[src/rtl/debug_uart_tx_buffered_pkg.sv]
// Shared definitions for the buffered debug UART transmitter:
// serialiser state encoding, frame payload width and peripheral select codes.
package debug_uart_tx_buffered_pkg;

    typedef enum logic [1:0] {
        UART_IDLE  = 2'd0,
        UART_START = 2'd1,
        UART_DATA  = 2'd2,
        UART_STOP  = 2'd3
    } uart_state_t;

    localparam int PAYLOAD_BITS = 8;

    // Peripheral select codes: byte write port and its status register
    localparam logic [3:0] PERI_DEBUG_UART        = 4'h6;
    localparam logic [3:0] PERI_DEBUG_UART_STATUS = 4'h7;

endpackage

[src/rtl/debug_uart_tx_buffered_fifo.sv]
// Synchronous FIFO with exact occupancy count; a push into a full FIFO is
// accepted only when a pop happens in the same cycle.
module debug_uart_tx_buffered_fifo #(
    parameter int WIDTH = 8,
    parameter int DEPTH = 8
) (
    input  logic                     clk,
    input  logic                     rst,
    input  logic                     push,
    input  logic                     pop,
    input  logic [WIDTH-1:0]         data_in,
    output logic [WIDTH-1:0]         data_out,
    output logic                     full,
    output logic                     empty,
    output logic [$clog2(DEPTH):0]   count
);

    localparam int AW = $clog2(DEPTH);

    logic [WIDTH-1:0] mem [DEPTH];
    logic [AW-1:0]    wr_ptr;
    logic [AW-1:0]    rd_ptr;
    logic             do_push;
    logic             do_pop;

    assign full     = (count == ($clog2(DEPTH)+1)'(DEPTH));
    assign empty    = (count == '0);
    assign do_pop   = pop & ~empty;
    assign do_push  = push & (~full | do_pop);
    assign data_out = mem[rd_ptr];

    always_ff @(posedge clk) begin
        if (do_push) begin
            mem[wr_ptr] <= data_in;
        end
    end

    // Pointers wrap naturally since DEPTH is a power of two
    always_ff @(posedge clk or posedge rst) begin
        if (rst) begin
            wr_ptr <= '0;
            rd_ptr <= '0;
            count  <= '0;
        end else begin
            if (do_push) begin
                wr_ptr <= wr_ptr + 1'b1;
            end
            if (do_pop) begin
                rd_ptr <= rd_ptr + 1'b1;
            end
            case ({do_push, do_pop})
                2'b10:   count <= count + 1'b1;
                2'b01:   count <= count - 1'b1;
                default: count <= count;
            endcase
        end
    end

endmodule

[src/rtl/debug_uart_tx_buffered.sv]
// Buffered 8N1 debug UART transmitter: CPU byte writes queue in a FIFO and are
// serialised back-to-back at baud_divider clocks per bit.
//
//   state      | meaning
//   UART_IDLE  | line high, waiting for a queued byte
//   UART_START | start bit (low) for one bit period
//   UART_DATA  | eight data bits, LSB first
//   UART_STOP  | stop bit (high); pops the next byte directly if one is queued
module debug_uart_tx_buffered
    import debug_uart_tx_buffered_pkg::*;
#(
    parameter int DEPTH         = 8,
    parameter int COUNT_REG_LEN = 13
) (
    input  logic                       clk,
    input  logic                       rst,
    input  logic                       wr_en,
    input  logic [7:0]                 wr_data,
    input  logic [COUNT_REG_LEN-1:0]   baud_divider,
    input  logic                       clr_overflow,
    output logic                       uart_txd,
    output logic                       tx_busy,
    output logic                       fifo_full,
    output logic [$clog2(DEPTH):0]     fifo_count,
    output logic                       overflow
);

    localparam logic [2:0] LAST_BIT = 3'(PAYLOAD_BITS - 1);

    uart_state_t               state;
    uart_state_t               state_next;
    logic [COUNT_REG_LEN-1:0]  div_cnt;
    logic [COUNT_REG_LEN-1:0]  div_cnt_next;
    logic [COUNT_REG_LEN-1:0]  div_latched;
    logic [COUNT_REG_LEN-1:0]  div_latched_next;
    logic [COUNT_REG_LEN-1:0]  div_eff;
    logic [7:0]                shifter;
    logic [7:0]                shifter_next;
    logic [2:0]                bit_idx;
    logic [2:0]                bit_idx_next;
    logic                      tc;
    logic                      pop;
    logic                      txd;
    logic [7:0]                fifo_data;
    logic                      fifo_empty;
    logic                      drop;

    debug_uart_tx_buffered_fifo #(
        .WIDTH (8),
        .DEPTH (DEPTH)
    ) u_fifo (
        .clk      (clk),
        .rst      (rst),
        .push     (wr_en),
        .pop      (pop),
        .data_in  (wr_data),
        .data_out (fifo_data),
        .full     (fifo_full),
        .empty    (fifo_empty),
        .count    (fifo_count)
    );

    assign div_eff  = (baud_divider == '0) ? COUNT_REG_LEN'(1) : baud_divider;
    assign tc       = (div_cnt == '0);
    assign drop     = wr_en & fifo_full & ~pop;
    assign uart_txd = txd;
    assign tx_busy  = (fifo_count != '0) | (state != UART_IDLE);

    always_comb begin
        state_next       = state;
        div_cnt_next     = div_cnt;
        div_latched_next = div_latched;
        shifter_next     = shifter;
        bit_idx_next     = bit_idx;
        pop              = 1'b0;
        txd              = 1'b1;

        case (state)
            UART_IDLE: begin
                if (!fifo_empty) begin
                    pop              = 1'b1;
                    shifter_next     = fifo_data;
                    div_latched_next = div_eff;
                    div_cnt_next     = div_eff - 1'b1;
                    state_next       = UART_START;
                end
            end
            UART_START: begin
                txd = 1'b0;
                if (tc) begin
                    div_cnt_next = div_latched - 1'b1;
                    bit_idx_next = '0;
                    state_next   = UART_DATA;
                end else begin
                    div_cnt_next = div_cnt - 1'b1;
                end
            end
            UART_DATA: begin
                txd = shifter[0];
                if (tc) begin
                    shifter_next = {1'b0, shifter[7:1]};
                    div_cnt_next = div_latched - 1'b1;
                    if (bit_idx == LAST_BIT) begin
                        state_next = UART_STOP;
                    end else begin
                        bit_idx_next = bit_idx + 1'b1;
                    end
                end else begin
                    div_cnt_next = div_cnt - 1'b1;
                end
            end
            UART_STOP: begin
                if (tc) begin
                    // Chain straight into the next start bit to avoid an idle gap
                    if (!fifo_empty) begin
                        pop              = 1'b1;
                        shifter_next     = fifo_data;
                        div_latched_next = div_eff;
                        div_cnt_next     = div_eff - 1'b1;
                        state_next       = UART_START;
                    end else begin
                        state_next = UART_IDLE;
                    end
                end else begin
                    div_cnt_next = div_cnt - 1'b1;
                end
            end
            default: state_next = UART_IDLE;
        endcase
    end

    always_ff @(posedge clk or posedge rst) begin
        if (rst) begin
            state       <= UART_IDLE;
            div_cnt     <= '0;
            div_latched <= COUNT_REG_LEN'(1);
            shifter     <= '0;
            bit_idx     <= '0;
            overflow    <= 1'b0;
        end else begin
            state       <= state_next;
            div_cnt     <= div_cnt_next;
            div_latched <= div_latched_next;
            shifter     <= shifter_next;
            bit_idx     <= bit_idx_next;
            if (drop) begin
                overflow <= 1'b1;
            end else if (clr_overflow) begin
                overflow <= 1'b0;
            end
        end
    end

endmodule

[config.mk]
export PLATFORM = sky130hd
export DESIGN_NAME = debug_uart_tx_buffered
export DESIGN_NICKNAME = d
export VERILOG_FILES = /design/src/rtl/debug_uart_tx_buffered_pkg.sv /design/src/rtl/debug_uart_tx_buffered_fifo.sv /design/src/rtl/debug_uart_tx_buffered.sv
export SDC_FILE = /design/constraint.sdc
export NUM_CORES = 1
export LEC_CHECK = 0
export ABC_AREA = 1
export CORE_MARGIN = 3
export CORE_UTILIZATION = 50
export DETAILED_ROUTE_END_ITERATION = 7
export PLACE_DENSITY = 0.7
export SLEW_MARGIN = 20
export SYNTH_ARGS = -nofsm -noshare
export SYNTH_HDL_FRONTEND = slang
export SYNTH_SLANG_ARGS = --single-unit
[constraint.sdc]
create_clock -name clk -period 2.3 [get_ports clk]
set_input_delay 0.23 -clock clk [delete_from_list [all_inputs] [get_ports clk]]
set_output_delay 0.23 -clock clk [all_outputs]
set_load 0.03 [all_outputs]
Yosys cells after proc, flatten, opt, wreduce, memory -nomap -nowiden
Memory sizes are Yosys's and may differ from the RTL's.
Cells that the tools add are included.
{"block": "totals", "register_bits": 50, "ram_bits": 64, "input_bits": 25, "output_inout_bits": 8, "n_memories": 1}
{"block": "op_classes", "n_addsub": 8, "eq_ne": 13, "n_mux": 32, "n_bitwise": 9, "n_reduce_logical": 16}
{"name": "u_fifo.mem", "depth": 8, "word_bits": 8, "rd": 1, "rd_clocked_by_memory_dff": 0, "wr": 1, "line_no": "debug_uart_tx_buffered_fifo.sv:20", "text": "logic [WIDTH-1:0] mem [DEPTH];"}
{"cell": "13-bit 2-to-1 mux", "n": 6}
{"cell": "13-bit case mux with 3 select lines", "n": 1}
{"cell": "13-bit by 1-bit subtractor with 13-bit output, second input constant", "n": 3}
{"cell": "13-bit zero test", "n": 2}
{"cell": "13-bit case mux with 2 select lines", "n": 1}
{"cell": "8-bit 2-to-1 mux", "n": 3}
{"cell": "8-bit case mux with 3 select lines", "n": 1}
{"cell": "2-bit inequality test, second input constant", "n": 6}
{"cell": "2-bit 2-to-1 mux", "n": 5}
{"cell": "2-bit nonzero test", "n": 5}
{"cell": "3-bit by 1-bit adder with 3-bit output, second input constant", "n": 3}
{"cell": "3-bit 2-to-1 mux", "n": 3}
{"cell": "2-bit case mux with 4 select lines", "n": 1}
{"cell": "4-bit case mux with 2 select lines", "n": 1}
{"cell": "1-bit 2-to-1 mux", "n": 7}
{"cell": "2-bit equality test, second input constant", "n": 3}
{"cell": "3-bit case mux with 2 select lines", "n": 1}
{"cell": "5-bit AND reduction", "n": 1}
{"cell": "4-bit by 1-bit adder with 4-bit output, second input constant", "n": 1}
{"cell": "1-bit bitwise AND", "n": 4}
{"cell": "2-bit by 1-bit equality test with 1-bit output, second input constant", "n": 2}
{"cell": "4-bit equality test, second input constant", "n": 1}
{"cell": "4-bit zero test", "n": 1}
{"cell": "1-bit case mux with 2 select lines", "n": 2}
{"cell": "other kinds (11)", "n": 14}

Depth between registers and ports, before layout
{"block": "depth", "depth_word": 9, "depth_mapped": 18, "mapped_depth_nobuf": 18}

By module
From an unflattened synthesis, not the netlist that was laid out.
{"block": "hier_totals", "hier_cells": 684, "area_unflattened_um2": 6287.3}
{"mod": "debug_uart_tx_buffered_fifo", "n_inst": 1, "cells_per_inst": 253, "area_per_inst_um2": 3150.5, "seq_area_each_um2": 2172.1}
{"mod": "debug_uart_tx_buffered", "n_inst": 1, "cells_per_inst": 431, "area_per_inst_um2": 3136.8, "seq_area_each_um2": 1002.2}

Worst setup path before layout
Ideal clock, no wire load.
{"block": "synth_timing", "kind": "reg2reg", "from": "register state[0]", "to": "memory u_fifo.mem[0][0] (enable)", "setup_time_ns": 0.383, "arrival_ns": 1.970, "t_required_ns": 1.917, "path_slack_ns": -0.053, "path_stages_with_launch": 9, "n_path_buf": 1, "synth_period_minus_slack_ns": 2.353, "cell_sequence": "dfrtp_1 > inv_1 > ha_1 > nor2_2 > nand2_4 > nand2_4 > nand2_2 > buf_6 > nor3_1"}
{"block": "synth_between", "elab_chain_cells": 7}
{"element": "from (decl)", "line_no": "debug_uart_tx_buffered.sv:30", "text": "uart_state_t state;"}
{"element": "from (signal assigned)", "line_no": "debug_uart_tx_buffered.sv:141", "text": "state <= state_next;"}
{"element": "2-bit equality test or 2-bit zero test (tied branches)", "line_no": "debug_uart_tx_buffered.sv:78", "text": "case (state)"}
{"element": "1-bit case mux with 2 select lines (*)", "line_no": "debug_uart_tx_buffered.sv:78"}
{"element": "1-bit bitwise AND (*)", "line_no": "debug_uart_tx_buffered_fifo.sv:28", "text": "assign do_pop = pop & ~empty;"}
{"element": "1-bit bitwise OR (*)", "line_no": "debug_uart_tx_buffered_fifo.sv:29", "text": "assign do_push = push & (~full | do_pop);"}
{"element": "1-bit bitwise AND (*)", "line_no": "debug_uart_tx_buffered_fifo.sv:29"}
{"element": "1-bit 2-to-1 mux (*)", "line_no": "debug_uart_tx_buffered_fifo.sv:33", "text": "if (do_push) begin"}
{"element": "1-bit 2-to-1 mux (implied by the code) (*)", "line_no": "debug_uart_tx_buffered_fifo.sv:34", "text": "mem[wr_ptr] <= data_in;"}
{"element": "to (decl)", "line_no": "debug_uart_tx_buffered_fifo.sv:20"}
Mark *: on every way between the ends. The rest lies on a longest branch, timed or not.

Final worst setup path
{"block": "layout_timing", "from": "register div_cnt[1]", "to": "register u_fifo.count[3]"}
{"block": "layout_between", "elab_chain_cells": 8}
{"element": "from (decl)", "line_no": "debug_uart_tx_buffered.sv:32", "text": "logic [COUNT_REG_LEN-1:0] div_cnt;"}
{"element": "from (signal assigned)", "line_no": "debug_uart_tx_buffered.sv:142", "text": "div_cnt <= div_cnt_next;"}
{"element": "13-bit zero test (*)", "line_no": "debug_uart_tx_buffered.sv:64", "text": "assign tc = (div_cnt == '0);"}
{"element": "1-bit 2-to-1 mux (*)", "line_no": "debug_uart_tx_buffered.sv:113", "text": "if (tc) begin"}
{"element": "1-bit case mux with 2 select lines (*)", "line_no": "debug_uart_tx_buffered.sv:78"}
{"element": "1-bit bitwise AND (*)", "line_no": "debug_uart_tx_buffered_fifo.sv:28"}
{"element": "1-bit bitwise OR", "line_no": "debug_uart_tx_buffered_fifo.sv:29"}
{"element": "1-bit bitwise AND", "line_no": "debug_uart_tx_buffered_fifo.sv:29"}
{"element": "2-bit by 1-bit equality test with 1-bit output or 2-bit equality test (tied branches)", "line_no": "debug_uart_tx_buffered_fifo.sv:51", "text": "case ({do_push, do_pop})"}
{"element": "4-bit case mux with 2 select lines or 2-bit nonzero test (tied branches)"}
{"element": "to (signal assigned)", "line_no": "debug_uart_tx_buffered_fifo.sv:52", "text": "2'b10: count <= count + 1'b1;"}
{"element": "to (signal assigned)", "line_no": "debug_uart_tx_buffered_fifo.sv:53", "text": "2'b01: count <= count - 1'b1;"}
{"element": "to (signal assigned)", "line_no": "debug_uart_tx_buffered_fifo.sv:54", "text": "default: count <= count;"}
{"element": "to (decl)", "line_no": "debug_uart_tx_buffered_fifo.sv:15", "text": "output logic [$clog2(DEPTH):0] count"}
Marked as above.
A chain may end at the register's enable or synchronous reset.

==> impl_metrics.prom <==
# TYPE chip_impl_metric gauge
chip_impl_info{name="status",value="completed"} 1
chip_impl_metric{name="place_ws",unit="ns"} -0.0751
chip_impl_metric{name="final_layout_size_suffix_gt1_share",unit="%"} 16.5
chip_impl_metric{name="finalNetCount",unit=""} 805
chip_impl_metric{name="wire_length_of_the_first_global_routing_pass",unit="mm"} 24.6
chip_impl_metric{name="number_of_antenna_violations_at_the_first_check_in_global_routing",unit=""} 0
chip_impl_metric{name="avgViaCountPerCell",unit=""} 5.55
chip_impl_metric{name="routed_wire_length_per_instance",unit="um"} 16.8
chip_impl_metric{name="tightest_slew",unit="ns"} 0.673
chip_impl_metric{name="report.final.slew_viol_count",unit=""} 0
chip_impl_metric{name="cp.buffers_inverters",unit=""} 4
chip_impl_metric{name="drtAntennaViolNets",unit=""} 0
chip_impl_metric{name="final-seq-area",unit="sq um"} 3180
chip_impl_metric{name="max-cap-violations",unit=""} 0
chip_impl_metric{name="synth_enable_flop_cells",unit=""} 64
chip_impl_info{name="synth_top_cell_by_area",value="edfxtp_1"} 1
chip_impl_metric{name="maxSlewHeadroom",unit="%"} 54.8
chip_impl_info{name="slowest_stage",value="dfrtp_1"} 1
chip_impl_info{name="synth_commonest_cells",value="nand2_1 (124), nor2_1 (83), o21ai_0 (80)"} 1
chip_impl_metric{name="floorplan.initialDensity",unit="%"} 52.0
chip_impl_metric{name="syn_inst",unit=""} 680
chip_impl_metric{name="vdd_ir_drop_max",unit="uV"} 934
chip_impl_metric{name="die_width",unit="um"} 116
chip_impl_metric{name="worst_setup_hold_path_clk_slew",unit="ns"} 0.06
chip_impl_metric{name="p_per_area",unit="nW/um^2"} 1460
chip_impl_info{name="synth_most_common_cell",value="nand2_1"} 1
chip_impl_info{name="timing.setup.critical_path_class",value="reg -> reg"} 1
chip_impl_info{name="critPathTopFamily",value="simple AND/OR/NAND/NOR gates"} 1
chip_impl_info{name="crit_chain",value="inv_1 > ha_4 > inv_2 > nor2_4 > nand3_4 > nand2_4 > nand2_4 > nor2_4 > ha_4 > nand2_1 > nand2_1 > a31o_2 > inv_1 > nand2_1 > nand2_1 > nand2_1 > nand2_1 > inv_1"} 1
chip_impl_info{name="end_kind",value="flop"} 1
chip_impl_info{name="rsz0062_at_grt",value="yes"} 1
chip_impl_metric{name="firstDrtPassIters",unit=""} 5
chip_impl_metric{name="required",unit="ns"} 2.61
chip_impl_metric{name="drt-initial-drc-count",unit=""} 486
chip_impl_metric{name="final_hold_viol_count",unit=""} 0
chip_impl_metric{name="buffer_ports.inserted",unit=""} 32
chip_impl_metric{name="top_level_ports",unit=""} 33
chip_impl_metric{name="fmax",unit="GHz"} 0.442
chip_impl_metric{name="die_y",unit="um"} 116
chip_impl_metric{name="ys_ff_latch",unit=""} 114
chip_impl_metric{name="finClkSkew",unit="ns"} 0.0110
chip_impl_metric{name="worst_ep_arrival_time",unit="ns"} 2.57
chip_impl_metric{name="period_share",unit="%"} 98.4
chip_impl_metric{name="grt_pass1_vias",unit=""} 4951
chip_impl_metric{name="post-dp-hpwl",unit="mm"} 10.5
chip_impl_metric{name="utilization",unit="%"} 64.9
chip_impl_info{name="post_synth_main_area_contributors",value="edfxtp_1 (32%), dfrtp_1 (20%), nand2_1 (7.7%)"} 1
chip_impl_info{name="cts_tree",value="yes"} 1
chip_impl_metric{name="grt_start_max_net_pins",unit=""} 51
chip_impl_metric{name="routed_wl",unit="mm"} 15.4
chip_impl_metric{name="multi_input_area",unit="sq um"} 2550
chip_impl_metric{name="tritoncts_num_sinks",unit=""} 114
chip_impl_metric{name="async_flop_share",unit="%"} 43.9
chip_impl_metric{name="synth.avg_cell_area",unit="sq um"} 8.88
chip_impl_info{name="crit_path_start_kind",value="flop"} 1
chip_impl_metric{name="postLayoutSetupSlackWorst",unit="ns"} 0.0367
chip_impl_metric{name="design.core.area",unit="sq um"} 11600
chip_impl_metric{name="final_wtd_congestion",unit=""} 0.924
chip_impl_metric{name="antenna_diodes",unit=""} 0
chip_impl_metric{name="floorplan.die_area",unit="sq um"} 13400
chip_impl_info{name="timing.critical_path.mode_cell",value="nand2_1"} 1
chip_impl_metric{name="fillerInstances",unit=""} 929
chip_impl_metric{name="grt_use_total",unit="%"} 24.0
chip_impl_metric{name="cts-root-to-sink-buffers",unit=""} 2
chip_impl_metric{name="drc",unit=""} 0
chip_impl_metric{name="layout_min_cycle_time",unit="ns"} 2.26
chip_impl_metric{name="biggest_cell_delay_along_the_critical_path",unit="ns"} 0.37
chip_impl_metric{name="setup_viol",unit=""} 0
chip_impl_info{name="cts-root-buf",value="clkbuf_16"} 1
chip_impl_metric{name="layout-area-overhead-vs-synth",unit="%"} 24.9
chip_impl_metric{name="grt_remaining_overflow",unit=""} 0
chip_impl_metric{name="cts_made_buffers",unit=""} 17
chip_impl_metric{name="synth_warnings",unit=""} 0
chip_impl_metric{name="htree_num_levels",unit=""} 4
chip_impl_metric{name="synth_fp_nets",unit=""} 721
chip_impl_metric{name="clock_latency",unit="ns"} 0.42
chip_impl_metric{name="routed-via-count",unit=""} 5100
chip_impl_metric{name="netlist_area",unit="sq um"} 6040
chip_impl_metric{name="synth_top_area_share",unit="%"} 31.8
chip_impl_metric{name="p_leak",unit="uW"} 0.00324
chip_impl_metric{name="sequential_element_share_of_the_synthesized_area",unit="%"} 52.6
chip_impl_metric{name="crit_fanout",unit=""} 3
chip_impl_info{name="min-delay-path-class",value="in -> async"} 1
chip_impl_info{name="most_used_dff_post_synth",value="edfxtp_1"} 1
chip_impl_metric{name="synth.lib_cells_used.distinct",unit=""} 43
chip_impl_metric{name="core.rowCount",unit=""} 39
[worst min-delay path, cell delays in order]
cell and delay (ns):
clkdlybuf4s50_1 0.41, inv_2 0.07, buf_12 0.26
[cell type report]
type	count	area share (%)
repair buffers	85	9.83
flip-flops and latches	114	42.1
multi-input cells	473	33.9
inverters	73	3.63
clock buffers	18	5.69
clock inverters	13	2.46
well taps	143	2.37
[per-layer routing]
layer / vias to the layer above / GRT usage (%) / wire length (um)
met5: - / 0 / 0
met4: 0 / 8.82 / 208
met3: 24 / 5.59 / 1020
met2: 175 / 37.9 / 7400
met1: 2427 / 32.7 / 6790
li1: 2474 / - / -
[final timing paths]
| kind | startpoint | end | slack [ns] | cells after the start |
|---|---|---|---|---|
| max | div_cnt[1] | u_fifo.count[3] | 0.04 | 18 |
| min | rst | u_fifo.count[1] | 0.18 | 3 |
| max reg2reg | div_cnt[1] | u_fifo.count[3] | 0.04 | 18 |
| min reg2reg | bit_idx[2] | bit_idx[2] | 0.50 | 2 |
| max in group asynchronous | rst | div_latched[0] | 1.83 | 3 |
| min in group clk | clr_overflow | overflow | 0.40 | 2 |
[power breakdown]
part / internal, uW / total [uW] / switching [uW]
logic: 1880 / 5010 / 3130
registers: 2790 / 3240 / 449
clock network: 1810 / 2740 / 932
total: 6480 / 11000 / 4510
[cell usage in the layout, fill, tap and decap left out, types with 7 or more instances in the layout]
cell type	n
o211ai_1	7
a21oi_1	20
nand3_1	39
edfxtp_1	64
ha_1	11
clkdlybuf4s50_1	29
xor2_1	15
dfrtp_1	48
clkbuf_16	17
buf_4	53
nand2_1	123
nor3_1	19
nor2_1	82
inv_1	67
o22ai_1	18
o21ai_0	80
[cells by family after synthesis]
family                   count (synthesis)  synth area share (%)
multiplexers                             1                 0.187
adder cells (fa/ha/maj)                 16                  3.44
buffers and inverters                   93                  6.12
AO/OA/AOI/OAI                          141                  13.2
flip-flops                             114                  52.6
XOR/XNOR                                18                  2.74
AND/OR/NAND/NOR                        297                  21.8
[registers in the layout, summed over array words and instances (netlist names)]
| register | cells |
|---|---|
| overflow | 1 |
| u_fifo.count | 4 |
| div_latched | 13 |
| shifter | 8 |
| u_fifo.wr_ptr | 3 |
| u_fifo.mem | 64 |
| state | 2 |
| div_cnt | 13 |
| u_fifo.rd_ptr | 3 |
| bit_idx | 3 |
[timing repair]
item                                    CTS  global route
hold buffers                              0             0
gates cloned                              0             0
setup buffers                             1             2
endpoints found under the setup margin    1            40
gates resized for setup                   3            13
pin swaps                                 2             6
[stage by stage]
stage	hold WS [ns]	instances	instance area (sq um)	TNS, ns	power [uW]
final	0.181	919	7540	0	11000
after global routing	0.204	919	7540	-0.112	11700
after CTS	0.195	917	7480	0	10900
after detailed placement	0.497	885	6840	-0.0859	8020
after global placement	0.472	885	6840	0	7880
after floorplan	0.329	680	6040	-3.40	6480
No activity file was read; power rests on OpenSTA's default activity.
